[config.mk]
export PLATFORM = sky130hd
export DESIGN_NAME = vga_pixel_pipe
export DESIGN_NICKNAME = d
export VERILOG_FILES = /design/src/rtl/vga_pixel_pipe.sv
export SDC_FILE = /design/constraint.sdc
export NUM_CORES = 1
export LEC_CHECK = 0
export ABC_AREA = 1
export CAP_MARGIN = 20
export CORE_MARGIN = 2
export CORE_UTILIZATION = 30
export DETAILED_ROUTE_END_ITERATION = 12
export HOLD_SLACK_MARGIN = 0.1
export RECOVER_POWER = 25
export SLEW_MARGIN = 10
export SYNTH_ARGS = -nofsm -noshare
export SYNTH_HDL_FRONTEND = slang
export SYNTH_SLANG_ARGS = --single-unit
[constraint.sdc]
create_clock -name clk -period 3.55 [get_ports clk]
set_input_delay 0.355 -clock clk [delete_from_list [all_inputs] [get_ports clk]]
set_output_delay 0.355 -clock clk [all_outputs]
set_load 0.01 [all_outputs]
[src/rtl/vga_pixel_pipe.sv]
// ---------------------------------------------------------------------------
// vga_pixel_pipe : 2-stage RGB222 pixel pipe drawing a bouncing box on a checkerboard
// Rev 1.0
// ---------------------------------------------------------------------------
`default_nettype none

module vga_pixel_pipe #(
  parameter int   H_ACTIVE  = 640,
  parameter int   V_ACTIVE  = 480,
  parameter int   BOX_SIZE  = 32,
  parameter int   STEP      = 1,
  parameter int   CHECK_BIT = 5,
  parameter logic SYNC_IDLE = 1'b1
) (
  input  logic       clk,
  input  logic       rst_n,
  input  logic       clk_en,
  input  logic       active,
  input  logic       hsync,
  input  logic       vsync,
  input  logic       v_begin,
  input  logic [9:0] hpos,
  input  logic [9:0] vpos,
  input  logic       pause,
  output logic [1:0] r,
  output logic [1:0] g,
  output logic [1:0] b,
  output logic       hsync_o,
  output logic       vsync_o
);

  localparam logic [10:0] H_LIM  = 11'(H_ACTIVE);
  localparam logic [10:0] V_LIM  = 11'(V_ACTIVE);
  localparam logic [10:0] BOX11  = 11'(BOX_SIZE);
  localparam logic [10:0] STEP11 = 11'(STEP);
  localparam logic [9:0]  STEP10 = 10'(STEP);
  localparam logic [9:0]  BX_MAX = 10'(H_ACTIVE - BOX_SIZE);
  localparam logic [9:0]  BY_MAX = 10'(V_ACTIVE - BOX_SIZE);

  logic [9:0]  bx, by, bx_nxt, by_nxt;
  logic        dx, dy, dx_nxt, dy_nxt;
  logic [10:0] bx_end, by_end;
  logic        in_box, chk;

  logic        s1_active, s1_in_box, s1_chk, s1_hsync, s1_vsync;

  // 11-bit comparisons so bx+BOX_SIZE can never wrap
  assign bx_end = {1'b0, bx} + BOX11;
  assign by_end = {1'b0, by} + BOX11;
  assign in_box = ({1'b0, hpos} >= {1'b0, bx}) && ({1'b0, hpos} < bx_end) &&
                  ({1'b0, vpos} >= {1'b0, by}) && ({1'b0, vpos} < by_end);
  assign chk    = hpos[CHECK_BIT] ^ vpos[CHECK_BIT];

  // Next box position: clamp to the edge and reverse rather than overshoot
  always_comb begin
    bx_nxt = bx;
    dx_nxt = dx;
    by_nxt = by;
    dy_nxt = dy;
    if (dx) begin
      if ({1'b0, bx} + STEP11 + BOX11 > H_LIM) begin
        bx_nxt = BX_MAX;
        dx_nxt = 1'b0;
      end else begin
        bx_nxt = bx + STEP10;
      end
    end else if (bx < STEP10) begin
      bx_nxt = '0;
      dx_nxt = 1'b1;
    end else begin
      bx_nxt = bx - STEP10;
    end
    if (dy) begin
      if ({1'b0, by} + STEP11 + BOX11 > V_LIM) begin
        by_nxt = BY_MAX;
        dy_nxt = 1'b0;
      end else begin
        by_nxt = by + STEP10;
      end
    end else if (by < STEP10) begin
      by_nxt = '0;
      dy_nxt = 1'b1;
    end else begin
      by_nxt = by - STEP10;
    end
  end

  always_ff @(posedge clk or negedge rst_n) begin
    if (!rst_n) begin
      bx        <= '0;
      by        <= '0;
      dx        <= 1'b1;
      dy        <= 1'b1;
      s1_active <= 1'b0;
      s1_in_box <= 1'b0;
      s1_chk    <= 1'b0;
      s1_hsync  <= SYNC_IDLE;
      s1_vsync  <= SYNC_IDLE;
      r         <= '0;
      g         <= '0;
      b         <= '0;
      hsync_o   <= SYNC_IDLE;
      vsync_o   <= SYNC_IDLE;
    end else if (clk_en) begin
      s1_active <= active;
      s1_in_box <= in_box;
      s1_chk    <= chk;
      s1_hsync  <= hsync;
      s1_vsync  <= vsync;

      if (!s1_active)     {r, g, b} <= 6'b000000;
      else if (s1_in_box) {r, g, b} <= 6'b111111;
      else if (s1_chk)    {r, g, b} <= 6'b000001;
      else                {r, g, b} <= 6'b000000;
      hsync_o <= s1_hsync;
      vsync_o <= s1_vsync;

      // The pixel sampled alongside v_begin still sees the old position
      if (v_begin && !pause) begin
        bx <= bx_nxt;
        dx <= dx_nxt;
        by <= by_nxt;
        dy <= dy_nxt;
      end
    end
  end

endmodule

`default_nettype wire

==> results.tsv, run 1 <==
stage	metric	value	unit
setup_path	start_kind	flop	
timing	max_freq	439	MHz
timing	tightestPinTransition	1.75	ns
timing	rsz0062_at_grt	false	
power_and_ir_drop	ir_drop	0.248	mV
synthesis	synth-main-ff-cell	dfrtp_1	
placement	hpwl	7080	um
placement	port-buffer-count	35	
routing	routedWlPerCell	12.9	um
worst_hold_path	worstHoldEndpoint	s1_vsync	
synthesis	synth.most_common_cell	nand2_1	
cts	htreeDepth	2	
setup_path	r2r_start	bx[5]	
cts	clkSinkCount	31	
floorplanning	io-pin-count	36	
cts	clk_pin_slew	0.06	ns
routing	drtIter0Drc	146	
setup_path	r2r_cells	11	
layout	layout-drive-gt1-share	6.96	%
cts	insertion_delay	0.27	ns
synthesis	synth_seq_cells	31	
routing	firstDrtPassIters	4	
floorplanning	die_h	112	um
cts	cts_buffer_depth	2	
timing	fin_crit_sh	64.1	%
timing	fin_worst_skew	0.00390	ns
floorplanning	dieArea	0.0125	mm2
job	maxCapViolations	1	
setup_path	worst-setup-path-type	reg2reg	
floorplanning	die_w	112	um
layout	multi_input_area	0.00235	mm2
cts	cts_setup_buffers	0	
layout	regArea	783	um2
floorplanning	coreArea	0.0114	mm2
cts	cts_made_buffers	5	
setup_path	path_max_fanout	9	
timing	slew_violations	32	
floorplanning	rows	39	
synthesis	syn_inst	530	
worst_hold_path	hold_path_class	reg2reg	
power_and_ir_drop	power_leakage	2.02	nW
layout	n_fill_cell	1196	
timing	setup_tns	0	ns
routing	drcViolationCount	0	
setup_path	cp-end-kind	flop	
grt	grt_antenna_before_repair	0	
synthesis	synth_area	0.00348	mm2
floorplanning	start_util	30.6	%
cts	cts_hold_buf	0	
synthesis	synth-edff-count	0	
synthesis	synthArstFlopShare	100	%
synthesis	yosysSeqAreaShare	22.5	%
power_and_ir_drop	power	3.19	mW
synthesis	synth_top_area_share	18.0	%
synthesis	syn_avg_cell_area	6.57	um2
routing	via_count	3375	
cts	post_cts_resize_count	0	
grt	grt_pass1_vias	3482	
worst_hold_path	hold_depth	2	
outcome	violations	max-capacitance violations, max-slew violations	
routing	wirelength	9080	um
setup_path	reg2reg_to	s1_in_box	
setup_path	worstPathArrival	2.49	ns
worst_hold_path	hp-start	s1_vsync	
routing	viasPerCell	4.80	
placement	place.gp.congestion	0.888	
synthesis	netlist.top_cell.by_area	dfrtp_1	
synthesis	synth.distinct_cells	38	
setup_path	reg2reg_slack	1.27	ns
grt	grt_pass1_wl	16000	um
cts	cts_tree	done	
synthesis	synthesis.nets	598	
timing	max-slew-margin-rel	-16.4	%
cts	cts-root-buf	clkbuf_16	
timing	period_minus_slack	2.28	ns
layout	synthToLayoutAreaGrowth	17.8	%
timing	setup_violations	0	
grt	overflow	0	
synthesis	yosys-top-cells-count	136 x nand2_1, 67 x nor2_1, 62 x inv_1	
layout	nets	627	
synthesis	yosysWarnings	0	
outcome	status	finished, violations left	
timing	final_hold_viol_count	0	
setup_path	crit_required	3.76	ns
power_and_ir_drop	power_density	777	mW/mm2
synthesis	ys_top_cells_by_area	dfrtp_1 18%, nand2_1 15%, ha_1 14%	
grt	track_usage	15.2	%
layout	diodes	0	
grt	grt_max_degree	32	
routing	ant_nets	0	
-- final cells by class --
type	instances	share of cell area [%]
multi-input cells	414	57.2
flip-flops and latches	31	19.1
repair buffers	37	8.82
inverters	70	6.41
well taps	143	4.36
clock buffers	5	3.05
clock inverters	3	1.07
-- flip-flops by register name (all words and copies together), names as in the netlist --
signal     flops
s1_chk         1
s1_active      1
dx             1
hsync_o        1
by            10
vsync_o        1
dy             1
s1_vsync       1
s1_hsync       1
b              2
s1_in_box      1
bx            10
-- cells by family after synthesis --
| group | after synthesis | share of synthesized area (%) |
|---|---|---|
| xor+xnor | 25 | 6.29 |
| mux | 1 | 0.323 |
| flops | 31 | 22.5 |
| buf+inv | 85 | 10.1 |
| simple gates | 277 | 35.4 |
| fa+ha+maj | 40 | 14.4 |
| compound gates | 71 | 11.0 |
-- per-layer routing --
metal,wire length [um],vias to the layer above,GRT usage (%)
li1,-,1768,-
met1,4180,1535,19.3
met2,4400,59,26.5
met3,336,13,1.91
met4,165,0,5.27
met5,0,-,0
-- layout by cell type (no fill, tap or decap), types with 4 or more instances in the layout --
cell             count
inv_2                5
nor2_1              67
nand2_1            136
inv_1               62
nor2_4               5
dfstp_2              6
clkbuf_16            5
nand2_2              4
o21ai_0             24
ha_1                40
a21oi_1             34
dfrtp_1             25
xor2_1              22
nand4_1             13
clkdlybuf4s50_1     34
nand3_1             38
-- how the worst max path moves through the flow --
| stage | to | from | slack (ns) |
|---|---|---|---|
| after floorplan | s1_in_box | by[5] | 1.75 |
| after global placement | s1_in_box | bx[5] | 1.27 |
| after detailed placement | dy | clk_en | 1.16 |
| after CTS | s1_in_box | bx[5] | 1.21 |
| after global routing | s1_in_box | bx[6] | 0.99 |
| final | s1_in_box | bx[5] | 1.27 |
-- critical path: stages (launching register included) --
cell,delay [ns]
dfrtp_1,0.52
inv_2,0.15
ha_1,0.30
inv_1,0.04
ha_1,0.29
a21oi_1,0.17
o21ai_0,0.16
nand2_1,0.09
nand3_1,0.07
nor2_1,0.24
nand3_1,0.10
nand2_1,0.07
-- metrics by stage --
step	hold WS, ns	utilization, %	area, um2	std cells	setup WS [ns]
3_5_place_dp	0.473	34.6	3940	695	1.16
5_1_grt	0.504	36.1	4100	703	0.988
2_1_floorplan	0.0594	-	3480	530	1.75
3_3_place_gp	0.471	34.6	3940	695	1.27
4_1_cts	0.482	36.1	4110	703	1.21
6_report	0.478	36.1	4100	703	1.27
-- power by group --
group          switching, mW  total (mW)  internal, mW
clock                  0.154       0.484         0.330
combinational           1.17        1.89         0.717
sequential             0.316       0.818         0.502
total                   1.64        3.19          1.55
No activity file was read; power rests on OpenSTA's default activity.
==> inputs of run 2 (changes only) <==
==> constraint.sdc (replaced) <==
create_clock -name clk -period 2 [get_ports clk]
set_input_delay 0.2 -clock clk [delete_from_list [all_inputs] [get_ports clk]]
set_output_delay 0.2 -clock clk [all_outputs]
set_load 0.01 [all_outputs]
==> results.tsv, run 2 (same netlist as run 1, synthesis figures left out) <==
stage	metric	value	unit	change
outcome	status	completed		was finished, violations left
timing	setup_ws	0.0898	ns	was 1.27 ns
cts	clk_pin_slew	0.05	ns	was 0.06 ns
setup_path	r2r_start	by[5]		was bx[5]
power_and_ir_drop	ir_drop	0.647	mV	was 0.248 mV
layout	fin_cells	744		was 703
layout	synthToLayoutAreaGrowth	28.2	%	was 17.8%
setup_path	worstPathArrival	2.08	ns	was 2.49 ns
setup_path	crit_required	2.17	ns	was 3.76 ns
cts	clkSinkCount	31		unchanged
routing	viasPerCell	4.93		was 4.80
timing	setup_tns	0	ns	unchanged
routing	firstDrtPassIters	6		was 4
timing	slew_violations	0		was 32
layout	layout_common_cells	133 x nand2_1, 62 x nor2_1, 61 x inv_1, 41 x buf_4, 39 x ha_1		was 136 x nand2_1, 67 x nor2_1, 62 x inv_1, 40 x ha_1, 38 x nand3_1
setup_path	critPathMaxStageDelay	0.44	ns	was 0.52 ns
setup_path	start_kind	flop		unchanged
timing	period_minus_slack	1.91	ns	was 2.28 ns
setup_path	critPathTopFamily	simple AND/OR/NAND/NOR gates		was adder cells
routing	via_count	3667		was 3375
setup_path	worst-path-buf-inv	1		was 2
cts	cts_made_buffers	5		unchanged
floorplanning	start_util	30.6	%	unchanged
timing	rsz0062_at_grt	true		was false
cts	insertion_delay	0.28	ns	was 0.27 ns
setup_path	path_max_fanout	5		was 9
floorplanning	die_w	112	um	unchanged
timing	max-slew-margin-rel	45.7	%	was -16.4%
worst_hold_path	hold_depth	3		was 2
timing	hold_ws	0.464	ns	was 0.478 ns
worst_hold_path	hold_path_class	in2reg		was reg2reg
placement	hpwl	7600	um	was 7080 um
floorplanning	die_h	112	um	unchanged
cts	htreeDepth	2		unchanged
floorplanning	coreArea	0.0114	mm2	unchanged
power_and_ir_drop	power_frac_comb	65.4	%	was 59.1%
setup_path	cp_slowest_cell	dfrtp_2		was dfrtp_1
grt	grt_max_degree	32		unchanged
power_and_ir_drop	p_switching	3.13	mW	was 1.64 mW
floorplanning	rows	39		unchanged
grt	track_usage	15.5	%	was 15.2%
placement	place_ws	0.00262	ns	was 1.16 ns
layout	layout-drive-gt1-share	16.1	%	was 6.96%
worst_hold_path	worstHoldEndpoint	s1_active		was s1_vsync
routing	wirelength	9670	um	was 9080 um
setup_path	r2r_cells	10		was 11
setup_path	reg2reg_to	s1_in_box		unchanged
timing	setup_violations	0		unchanged
grt	grt_pass1_vias	3578		was 3482
routing	routedWlPerCell	13.0	um	was 12.9 um
routing	drcViolationCount	0		unchanged
grt	grt_pass1_wl	16200	um	was 16000 um
floorplanning	io-pin-count	36		unchanged
cts	cts-root-buf	clkbuf_16		unchanged
floorplanning	dieArea	0.0125	mm2	unchanged
power_and_ir_drop	power_density	1420	mW/mm2	was 777 mW/mm2
layout	reg.largest.list	bx x10, by x10, b x2		unchanged
grt	overflow	0		unchanged
layout	layout_commonest_cell	nand2_1		unchanged
timing	fin_worst_skew	0.00552	ns	was 0.00390 ns
grt	grt_antenna_before_repair	0		unchanged
setup_path	cp-end-kind	flop		unchanged
power_and_ir_drop	p_clk_share	14.2	%	was 15.2%
timing	final_hold_viol_count	0		unchanged
layout	nets	668		was 627
layout	diodes	0		unchanged
routing	drtIter0Drc	224		was 146
routing	ant_nets	0		unchanged
job	maxCapViolations	0		was 1
power_and_ir_drop	p_sw_share	49.3	%	was 51.4%
setup_path	worst-setup-path-type	reg2reg		unchanged
power_and_ir_drop	intPower	3.22	mW	was 1.55 mW
setup_path	path_cells	ha_1, inv_1, nor2_1, xor2_1, ha_1, nand2_1, nor4_1, nor2_1, nand3_1, nand2_1		was inv_2, ha_1, inv_1, ha_1, a21oi_1, o21ai_0, nand2_1, nand3_1, nor2_1, nand3_1, nand2_1
timing	tightestPinTransition	0.814	ns	was 1.75 ns
worst_hold_path	hp-start	active		was s1_vsync
timing	fin_crit_sh	95.5	%	was 64.1%
placement	port-buffer-count	35		unchanged
setup_path	reg2reg_slack	0.09	ns	was 1.27 ns
placement	dp.cells	729		was 695
power_and_ir_drop	power_leakage	2.21	nW	was 2.02 nW
timing	max_freq	523	MHz	was 439 MHz
layout	n_fill_cell	1178		was 1196
cts	cts_tree	done		unchanged
cts	cts_buffer_depth	2		unchanged
placement	place.gp.congestion	0.902		was 0.888
power_and_ir_drop	seqPwrFrac	20.4	%	was 25.7%
## run 2: changes by cell type in the layout (fill, tap and decap cells not counted), moves of 2 or more
cell     previous run  this run
o21ai_0            24        22
o21ai_1             3         5
nand2_2             4         7
nand2_1           136       133
dfrtp_1            25        20
nor2_2              2         7
buf_4               1        41
nor2_1             67        62
dfrtp_2             0         5
## run 2: how the worst max path moves through the flow
stage	start	cells after the start	end
6_report	by[5]	10	s1_in_box
5_1_grt	bx[6]	11	s1_in_box
4_1_cts	bx[5]	11	s1_in_box
3_5_place_dp	bx[6]	11	s1_in_box
3_3_place_gp	hpos[3]	10	s1_in_box
2_1_floorplan	by[5]	9	s1_in_box
## run 2: power groups by stage
| stage | combinational (mW) | sequential [mW] | clock [mW] |
|---|---|---|---|
| 2_1_floorplan | 2.78 | 1.16 | 0 |
| 3_3_place_gp | 3.80 | 1.27 | 0 |
| 3_5_place_dp | 3.89 | 1.28 | 0 |
| 4_1_cts | 3.92 | 1.28 | 0.926 |
| 5_1_grt | 4.67 | 1.34 | 0.953 |
| 6_report | 4.15 | 1.30 | 0.902 |
## run 2: what timing repair did
item                       4_1_cts  5_1_grt
setup buffers                    0        6
setup endpoints to repair        1       17
gates resized for setup          1       20
hold buffers                     0        0
pin swaps                        0        5
gates cloned                     0        1
## run 2: per-stage QoR
step	power (mW)	instance area, um2	utilization, %
CTS	6.12	4370	38.4
detailed placement	5.17	4190	36.9
floorplan	3.94	3480	-
global placement	5.07	4190	36.9
global route	6.97	4460	39.3
finish	6.36	4460	39.3
## run 2: final cells by class
class / instances / area [um2] / area share, %
multi-input cells: 415 / 2390 / 53.6
clock inverters: 2 / 35.0 / 0.785
well taps: 143 / 179 / 4.01
repair buffers: 77 / 663 / 14.9
clock buffers: 6 / 139 / 3.11
flip-flops and latches: 31 / 790 / 17.7
inverters: 70 / 265 / 5.94
## run 2: worst reg2reg max path, delay by kind of cell (launching register included)
kind	cells	cell delay, ns
buf+inv	1	0.09
fa+ha+maj	2	0.52
flops	1	0.44
simple gates	6	0.62
xor+xnor	1	0.14
## run 2: per-layer routing
metal | part of all wire [%] | global-route usage [%] | wire length, um | vias to the layer above
met5 | 0 | 0 | 0 | -
met4 | 2.5 | 5.84 | 239 | 0
li1 | - | - | - | 1853
met1 | 46 | 20.3 | 4480 | 1700
met3 | 2.9 | 1.63 | 284 | 24
met2 | 48 | 26.3 | 4660 | 90
